==> src/rtl/isa.v <==
// Shared ISA-level widths used across the fetch path.
`ifndef ISA_V
`define ISA_V
`define XLEN           32
`define LINE_WORDS     4
`define OFFSET_BITS    2
`define LINE_BYTE_BITS 4
`endif

==> src/rtl/icache_array_pkg.sv <==
// Geometry and state encoding for the direct-mapped instruction cache.
`include "isa.v"

package icache_array_pkg;

   localparam int unsigned XLEN           = `XLEN;
   localparam int unsigned LINE_WORDS     = `LINE_WORDS;
   localparam int unsigned OFFSET_BITS    = `OFFSET_BITS;
   localparam int unsigned LINE_BYTE_BITS = `LINE_BYTE_BITS;
   localparam int unsigned NUM_LINES      = 16;
   localparam int unsigned IDX_W          = $clog2(NUM_LINES);
   localparam int unsigned TAG_W          = XLEN - LINE_BYTE_BITS - IDX_W;
   localparam int unsigned WORD_LSB       = LINE_BYTE_BITS - OFFSET_BITS;

   typedef enum logic [1:0] {
      IDLE   = 2'd0,
      REFILL = 2'd1,
      REPLAY = 2'd2
   } state_t;

endpackage

==> src/rtl/icache_tag_store.sv <==
// Valid/tag flops with hit compare, single-line install and bulk invalidate.
module icache_tag_store
   import icache_array_pkg::*;
(
   input  logic             clk,
   input  logic             reset_n,
   input  logic [IDX_W-1:0] lookup_idx,
   input  logic [TAG_W-1:0] lookup_tag,
   output logic             hit_c,
   input  logic             install,
   input  logic [IDX_W-1:0] install_idx,
   input  logic [TAG_W-1:0] install_tag,
   input  logic             inval_all
);

   logic [NUM_LINES-1:0] valid;
   logic [TAG_W-1:0]     tags [NUM_LINES];

   always_ff @(posedge clk or negedge reset_n) begin
      if (!reset_n) begin
         valid <= '0;
      end else if (inval_all) begin
         valid <= '0;
      end else if (install) begin
         valid[install_idx] <= 1'b1;
      end
   end

   // Tags carry no reset; the valid bit qualifies them.
   always_ff @(posedge clk) begin
      if (install) begin
         tags[install_idx] <= install_tag;
      end
   end

   assign hit_c = valid[lookup_idx] && (tags[lookup_idx] == lookup_tag);

endmodule

==> src/rtl/icache_array.sv <==
// Direct-mapped I-cache: 1-cycle hits, miss -> refill -> replay of the stalled fetch.
module icache_array
   import icache_array_pkg::*;
(
   input  logic            clk,
   input  logic            reset_n,
   input  logic            req_valid,
   input  logic [XLEN-1:0] req_addr,
   input  logic            flush,
   output logic            resp_valid,
   output logic [XLEN-1:0] resp_data,
   output logic            stall,
   output logic            cache_miss,
   output logic [XLEN-1:0] miss_addr,
   input  logic            refill_valid,
   input  logic [XLEN-1:0] refill_data,
   input  logic            refill_done
);

   state_t                 state, state_nxt;
   logic [OFFSET_BITS-1:0] word_cnt, word_cnt_nxt;
   logic                   flush_pending, flush_pending_nxt;
   logic                   resp_valid_nxt;
   logic [XLEN-1:0]        resp_data_nxt;
   logic                   cache_miss_nxt;
   logic [XLEN-1:0]        miss_addr_nxt;

   logic                   hit_c;
   logic                   lookup_hit;
   logic                   install;
   logic                   inval_all;
   logic                   data_we;
   logic [OFFSET_BITS-1:0] data_wr_off;

   logic [XLEN-1:0]        data_mem [NUM_LINES][LINE_WORDS];

   logic [IDX_W-1:0]       req_idx, miss_idx;
   logic [TAG_W-1:0]       req_tag, miss_tag;
   logic [OFFSET_BITS-1:0] req_off, miss_off;

   assign req_idx  = req_addr[LINE_BYTE_BITS +: IDX_W];
   assign req_tag  = req_addr[LINE_BYTE_BITS + IDX_W +: TAG_W];
   assign req_off  = req_addr[WORD_LSB +: OFFSET_BITS];
   assign miss_idx = miss_addr[LINE_BYTE_BITS +: IDX_W];
   assign miss_tag = miss_addr[LINE_BYTE_BITS + IDX_W +: TAG_W];
   assign miss_off = miss_addr[WORD_LSB +: OFFSET_BITS];

   icache_tag_store u_tag_store (
      .clk         (clk),
      .reset_n     (reset_n),
      .lookup_idx  (req_idx),
      .lookup_tag  (req_tag),
      .hit_c       (hit_c),
      .install     (install),
      .install_idx (miss_idx),
      .install_tag (miss_tag),
      .inval_all   (inval_all)
   );

   // A flush (new or deferred) makes this cycle's lookup miss.
   assign lookup_hit = hit_c & ~flush & ~flush_pending;
   assign stall      = (state != IDLE) | (req_valid & ~lookup_hit);

   always_comb begin
      state_nxt         = state;
      word_cnt_nxt      = word_cnt;
      flush_pending_nxt = flush_pending;
      resp_valid_nxt    = 1'b0;
      resp_data_nxt     = resp_data;
      cache_miss_nxt    = 1'b0;
      miss_addr_nxt     = miss_addr;
      install           = 1'b0;
      inval_all         = 1'b0;
      data_we           = 1'b0;
      data_wr_off       = word_cnt;

      case (state)
         IDLE: begin
            inval_all         = flush | flush_pending;
            flush_pending_nxt = 1'b0;
            if (req_valid) begin
               if (lookup_hit) begin
                  resp_valid_nxt = 1'b1;
                  resp_data_nxt  = data_mem[req_idx][req_off];
               end else begin
                  miss_addr_nxt  = req_addr;
                  cache_miss_nxt = 1'b1;
                  word_cnt_nxt   = '0;
                  state_nxt      = REFILL;
               end
            end
         end
         REFILL: begin
            if (flush) begin
               flush_pending_nxt = 1'b1;
            end
            if (refill_done) begin
               data_we     = 1'b1;
               data_wr_off = OFFSET_BITS'(LINE_WORDS - 1);
               install     = 1'b1;
               state_nxt   = REPLAY;
            end else if (refill_valid && (word_cnt != OFFSET_BITS'(LINE_WORDS - 1))) begin
               data_we      = 1'b1;
               word_cnt_nxt = word_cnt + OFFSET_BITS'(1);
            end
         end
         REPLAY: begin
            if (flush) begin
               flush_pending_nxt = 1'b1;
            end
            // Word 3 was written at the refill_done edge, so the array already holds it.
            resp_valid_nxt = 1'b1;
            resp_data_nxt  = data_mem[miss_idx][miss_off];
            state_nxt      = IDLE;
         end
         default: begin
            state_nxt = IDLE;
         end
      endcase
   end

   always_ff @(posedge clk or negedge reset_n) begin
      if (!reset_n) begin
         state         <= IDLE;
         word_cnt      <= '0;
         flush_pending <= 1'b0;
         resp_valid    <= 1'b0;
         resp_data     <= '0;
         cache_miss    <= 1'b0;
         miss_addr     <= '0;
      end else begin
         state         <= state_nxt;
         word_cnt      <= word_cnt_nxt;
         flush_pending <= flush_pending_nxt;
         resp_valid    <= resp_valid_nxt;
         resp_data     <= resp_data_nxt;
         cache_miss    <= cache_miss_nxt;
         miss_addr     <= miss_addr_nxt;
      end
   end

   // Line data is not reset; install order guarantees it is written before use.
   always_ff @(posedge clk) begin
      if (data_we) begin
         data_mem[miss_idx][data_wr_off] <= refill_data;
      end
   end

endmodule

==> config.mk <==
export PLATFORM = sky130hd
export DESIGN_NAME = icache_array
export DESIGN_NICKNAME = d
export VERILOG_FILES = /design/src/rtl/icache_array_pkg.sv /design/src/rtl/icache_tag_store.sv /design/src/rtl/icache_array.sv
export VERILOG_INCLUDE_DIRS = /design/src /design/src/rtl
export SDC_FILE = /design/constraint.sdc
export NUM_CORES = 2
export LEC_CHECK = 0
export CAP_MARGIN = 20
export CELL_PAD_IN_SITES_DETAIL_PLACEMENT = 1
export CELL_PAD_IN_SITES_GLOBAL_PLACEMENT = 1
export CORE_ASPECT_RATIO = 0.9
export CORE_MARGIN = 2
export CORE_UTILIZATION = 48
export CTS_BUF_LIST = sky130_fd_sc_hd__clkbuf_8
export CTS_CLUSTER_SIZE = 12
export DETAILED_ROUTE_END_ITERATION = 10
export GPL_ROUTABILITY_DRIVEN = 0
export PLACE_DENSITY_LB_ADDON = 0.25
export SYNTH_ARGS = -nofsm -noshare
export SYNTH_HDL_FRONTEND = slang
export SYNTH_SLANG_ARGS = --single-unit
==> constraint.sdc <==
create_clock -name clk -period 4.6 [get_ports clk]
set_clock_uncertainty 0.15 [all_clocks]
set_input_delay 0.69 -clock clk [delete_from_list [all_inputs] [get_ports clk]]
set_output_delay 0.69 -clock clk [all_outputs]
set_load 0.03 [all_outputs]
=== Word level (Yosys, flattened, before mapping) ===
Memories as Yosys holds them, arrays and structs flattened.
Index checks and enable logic that the tools add are counted.

* Bits in registers: 87
* Bits in latches: 0
* Bits in writable memories: 2432
* Bits in read-only memories: 0
* Output and inout port bits: 67
* Logic and storage cells: 103
* Memories: 2

* Add/subtract/negate cells: 1
* Multiply operators: 0
* Div/mod/pow operators: 0
* Magnitude comparators: 7
* Equal/unequal tests: 11
* Shift operators: 0
* Multiplexer cells: 46
* Bitwise logic cells: 12
* Reductions and logical operators: 16

{| class="wikitable"
|+ Memory list
! name !! depth !! bits a word !! read ports !! clocked after Yosys merged registers in !! write ports !! line !! RTL
|-
| data_mem || 16 || 128 || 2 || 0 || 1 || icache_array.sv:35 || <nowiki>logic [XLEN-1:0] data_mem [NUM_LINES][LINE_WORDS];</nowiki>
|-
| u_tag_store.tags || 16 || 24 || 1 || 0 || 1 || icache_tag_store.sv:17 || <nowiki>logic [TAG_W-1:0] tags [NUM_LINES];</nowiki>
|}

{| class="wikitable"
|+ Operators with widths
! kind !! count
|-
| two-way mux 32 bit || 7
|-
| binary-select mux 32 bit (select 2 bit) || 2
|-
| two-way mux 128 bit || 1
|-
| demux 32 bit (select 2 bit) || 1
|-
| one-hot mux 32 bit (2 select lines) || 1
|-
| two-way mux 16 bit || 2
|-
| equality test 24 bit || 1
|-
| two-way mux 2 bit || 9
|-
| two-way mux 1 bit || 17
|-
| OR 16 bit || 1
|-
| inequality test 2 bit (second input constant) || 7
|-
| < comparator 4 x 5 -> 1 bit (second input constant) || 2
|-
| nonzero test 2 bit || 5
|-
| greater-or-equal comparator 3 bit (second input constant) || 3
|-
| NOT 2 -> 3 bit || 3
|-
| AND reduction 3 bit || 3
|-
| one-hot mux 2 bit (2 select lines) || 2
|-
| AND reduction 5 bit || 1
|-
| binary-select mux 1 bit (select 4 bit) || 1
|-
| demux 1 bit (select 4 bit) || 1
|-
| greater-or-equal comparator 4 x 1 -> 1 bit (second input constant) || 1
|-
| logical AND 1 bit || 4
|-
| one-hot mux 1 bit (2 select lines) || 2
|-
| AND 1 bit || 3
|-
| 10 further kinds || 13
|}

=== Longest topological paths before layout ===
* Depth after elaboration: 8
* Depth in mapped cells: 15
* Gate-level depth less buffers: 9

=== By module ===
A second synthesis with hierarchy kept.

* Cells, all modules: 6319
* Area total of the unflattened synthesis: 114304.6 µm²

{| class="wikitable"
|+ Modules (own cells, without submodules)
! module !! instances !! cells each !! area each (µm²) !! sequential area each (µm²)
|-
| icache_array || 1 || 5529 || 98255.5 || 63275.7
|-
| icache_tag_store || 1 || 790 || 16049.1 || 11931.4
|}

=== Least setup slack after synthesis ===
No wires, ideal clock.

* Path type: reg2reg
* Start: register miss_addr[5]
* End: memory data_mem[14][64] in the netlist's numbering (enable)
* Library setup time: 0.421 ns
* Data arrival time: 3.832 ns
* Required time: 4.029 ns
* Setup slack: 0.197 ns
* Stages on the path, launching flop included: 9
* Clock period less this slack: 4.403 ns
* Cell sequence: dfrtp_1 -> clkbuf_1 -> clkbuf_1 -> clkbuf_1 -> buf_1 -> clkbuf_1 -> nor2b_1 -> nand3_1 -> nor2_1

{| class="wikitable"
|+ RTL lines
! what !! line !! RTL
|-
| start, declared || icache_array.sv:14 || <nowiki>output logic [XLEN-1:0] miss_addr,</nowiki>
|-
| start signal, assigned || icache_array.sv:138 || <nowiki>miss_addr <= miss_addr_nxt;</nowiki>
|-
| end, declared || icache_array.sv:35 ||
|}

No word-level cell before the write port.

=== Worst setup path after layout ===
* Start: memory u_tag_store.tags[14][15] in the netlist's numbering
* End: output port stall

* Longest elaborated chain between the ends: 8

{| class="wikitable"
|+ RTL lines
! what !! line !! RTL
|-
| start, declared || icache_tag_store.sv:17 ||
|-
| memory (16 x 24 bit) || - ||
|-
| equality test 24 bit || icache_tag_store.sv:36 || <nowiki>assign hit_c = valid[lookup_idx] && (tags[lookup_idx] == lookup_tag);</nowiki>
|-
| logical AND 1 bit || icache_tag_store.sv:36 ||
|-
| AND 1 bit (2 in series) || icache_array.sv:61 || <nowiki>assign lookup_hit = hit_c & ~flush & ~flush_pending;</nowiki>
|-
| NOT 1 bit (no line) || - ||
|-
| AND 1 bit || icache_array.sv:62 || <nowiki>assign stall = (state != IDLE) | (req_valid & ~lookup_hit);</nowiki>
|-
| OR 1 bit || icache_array.sv:62 ||
|-
| end, declared || icache_array.sv:12 || <nowiki>output logic stall,</nowiki>
|}

Every way passes these cells.

==> flow_metrics.py <==
metrics = {
    "status": {
        "status": "complete, no violations",
    },
    "placed_design": {
        "port_buffers": 136,
        "dpl_cell_area_um2": 121000,
        "hpwl_mm": 221,
    },
    "detailed_routing": {
        "vias": 64900,
        "wl_per_cell_um": 39.8,
        "routed_wl_mm": 376,
        "first_pass_iters": 6,
        "drc": 0,
        "ant_nets": 0,
        "drt_iter0_drc": 9144,
        "viasPerCell": 6.86,
    },
    "timing": {
        "relSlewSlack": 0.261,
        "finalHoldViolCount": 0,
        "period_share": 0.987,
        "drv_slew": 0,
        "max_freq_ghz": 0.220,
        "setup_viol": 0,
        "period_needed_ns": 4.54,
        "tightest_slew_ns": 1.10,
    },
    "floorplan": {
        "dieArea_um2": 240000,
        "fp.dieW_um": 517,
        "rows": 169,
        "initial_utilization": 0.482,
        "coreArea_um2": 235000,
        "die_h_um": 465,
        "ios": 137,
    },
    "finish": {
        "utilization": 0.551,
        "multi_input_area_um2": 37000,
        "area_delta_synth_final_pct": 14.2,
        "drive_gt1_frac": 0.373,
        "nFillCells": 20300,
        "seq_area_um2": 75200,
        "nets": 6023,
        "fin_area_um2": 130000,
    },
    "pwr": {
        "power_mw": 65.1,
        "vdd_drop_max_mv": 0.373,
        "p_per_area_nw_per_um2": 502,
        "leakagePower_nw": 41.8,
    },
    "logic_synthesis": {
        "ys_warn_count": 0,
        "synth_commonest_cells": "2432 x edfxtp_1, 1230 x mux4_2, 190 x mux2i_1",
        "synth_top_area_frac": 0.643,
        "ys_top_cells_by_area": "edfxtp_1 64%, mux4_2 24%, dfrtp_1 1.9%, mux2i_1 1.7%, mux2_2 0.77%",
        "ys_seq_elements": 2519,
        "netlist_area_um2": 113000,
        "synth_cells": 5396,
        "yosysMostFrequentCell": "edfxtp_1",
        "ys.flop_type": "edfxtp_1",
        "postSynthAreaPerCell_um2": 21.0,
        "synth_nets": 5470,
        "synth-edff-count": 2432,
        "yosysTopAreaCell": "edfxtp_1",
        "ys_types": 68,
        "seq_area_frac_synth": 0.663,
        "synthArstFlopShare": 0.0345,
    },
    "setup_path": {
        "cp-end-kind": "output port",
        "cp.arrival_ns": 3.70,
        "critical_path_required_ns": 3.76,
        "cp_max_fo": 2,
        "cp-start-kind": "flop",
        "worstSetupPathType": "flop to output port",
    },
    "global_routing": {
        "grt_usage": 0.315,
        "grt.overflow.total": 0,
        "antenna_found_initial": 23,
        "grt_pass1_vias": 67000,
        "grt_start_max_net_pins": 120,
        "grt_pass1_wl_mm": 527,
    },
    "cts": {
        "cts_tree": "done",
        "cts_sinks": 2519,
        "cts_made_buffers": 419,
        "clkTransAtPathRegs_ns": 0.06,
        "cts_max_level": 5,
        "cts_root_buffer": "clkbuf_8",
        "clock_latency_ns": 1.06,
        "clockBufferDepth": 4,
    },
    "hold_path": {
        "hold_path.class": "input port to async pin",
    },
    "flow_run": {
        "max_cap_violations": 0,
    },
}
what timing repair did:
item                                    4_1_cts  5_1_grt
gates cloned                                  0        0
endpoints found under the setup margin        1        1
hold buffers                                  1       18
hold endpoints to repair                     47      136
setup buffers                                 0        1
pin swaps                                     2        3
resized for setup                             7        6
report_power, final:
| part | leakage [nW] | internal, mW | switching [mW] |
|---|---|---|---|
| combinational | 14.4 | 8.49 | 10.3 |
| clock | 4.49 | 9.23 | 9.30 |
| sequential | 22.9 | 26.5 | 1.30 |
| total | 41.8 | 44.2 | 20.9 |
routing by layer:
layer	up-vias	GRT usage	wire length [um]
met5	-	0	67
met4	10	0.108	14200
met3	743	0.0700	39100
met2	3984	0.487	177000
met1	35600	0.445	146000
li1	24600	-	-
cells in the final DEF (no fill, tap or decap), types with 65 or more instances in the layout:
| cell | n |
|---|---|
| a211oi_1 | 65 |
| buf_12 | 119 |
| buf_4 | 257 |
| clkbuf_8 | 437 |
| clkdlybuf4s50_1 | 96 |
| clkinv_1 | 86 |
| dfrtp_1 | 83 |
| edfxtp_1 | 2432 |
| inv_1 | 206 |
| mux2_2 | 78 |
| mux2i_1 | 190 |
| mux4_2 | 1230 |
| nand2_1 | 153 |
| nand3_1 | 66 |
| nor2_4 | 82 |
| nor2b_1 | 75 |
flip-flops by register name (all words and copies together), names as in the netlist, 2 cells and up:
signal and cells:
miss_addr 32, data_mem 2048, word_cnt 2, state 2, u_tag_store.valid 16, u_tag_store.tags 384
resp_data 32
worst max-delay path, stage by stage, from the launching register on:
cell,delay [ns]
edfxtp_1,0.37
mux4_2,0.48
a22oi_1,0.23
nand3_1,0.18
xnor2_2,0.25
o221ai_1,0.20
nor4_2,0.32
and4_4,0.33
o21ai_2,0.10
buf_6,0.19
final cells by class:
type | instances | share of cell area
timing repair buffer | 531 | 0.0441
sequential | 2519 | 0.580
tap | 3163 | 0.0305
multi-input combinational | 2432 | 0.285
clock buffer | 437 | 0.0464
clock inverter | 315 | 0.0121
antenna | 13 | 0.000251
inverter | 46 | 0.00139
cell families (layout without fill, tap and decap cells):
kind of cell	count (synthesis)	after routing	share of synthesized area
buf+inv	445	1329	0.0180
xor+xnor	29	29	0.00224
fa+ha+maj	4	4	0.000441
flops	2519	2519	0.663
mux	1551	1551	0.274
other cells	0	13	0
compound gates	342	342	0.0216
simple gates	506	506	0.0212
per-stage QoR:
stage               setup WS, ns  hold slack (ns)  instances  TNS, ns
floorplan                  0.197            0.244       5396        0
global placement          -0.145            0.322       8651   -0.603
detailed placement        -0.259            0.334       8651    -5.18
CTS                      0.00747           0.0358       9404        0
global route              -0.100           0.0492       9449   -0.100
finish                    0.0596           0.0707       9456        0
final timing paths:
path | end | depth (start not counted) | from | slack [ns]
max | stall | 9 | u_tag_store.tags[14][15] | 0.06
min | miss_addr[15] | 2 | reset_n | 0.07
max reg2reg | resp_data[17] | 8 | miss_addr[4] | 0.60
min reg2reg | u_tag_store.valid[2] | 1 | u_tag_store.valid[2] | 0.34
max in group asynchronous | resp_data[2] | 3 | reset_n | 3.14
min in group clk | miss_addr[0] | 2 | req_addr[0] | 0.12
Note: power is estimated with default switching activity, not from simulation.
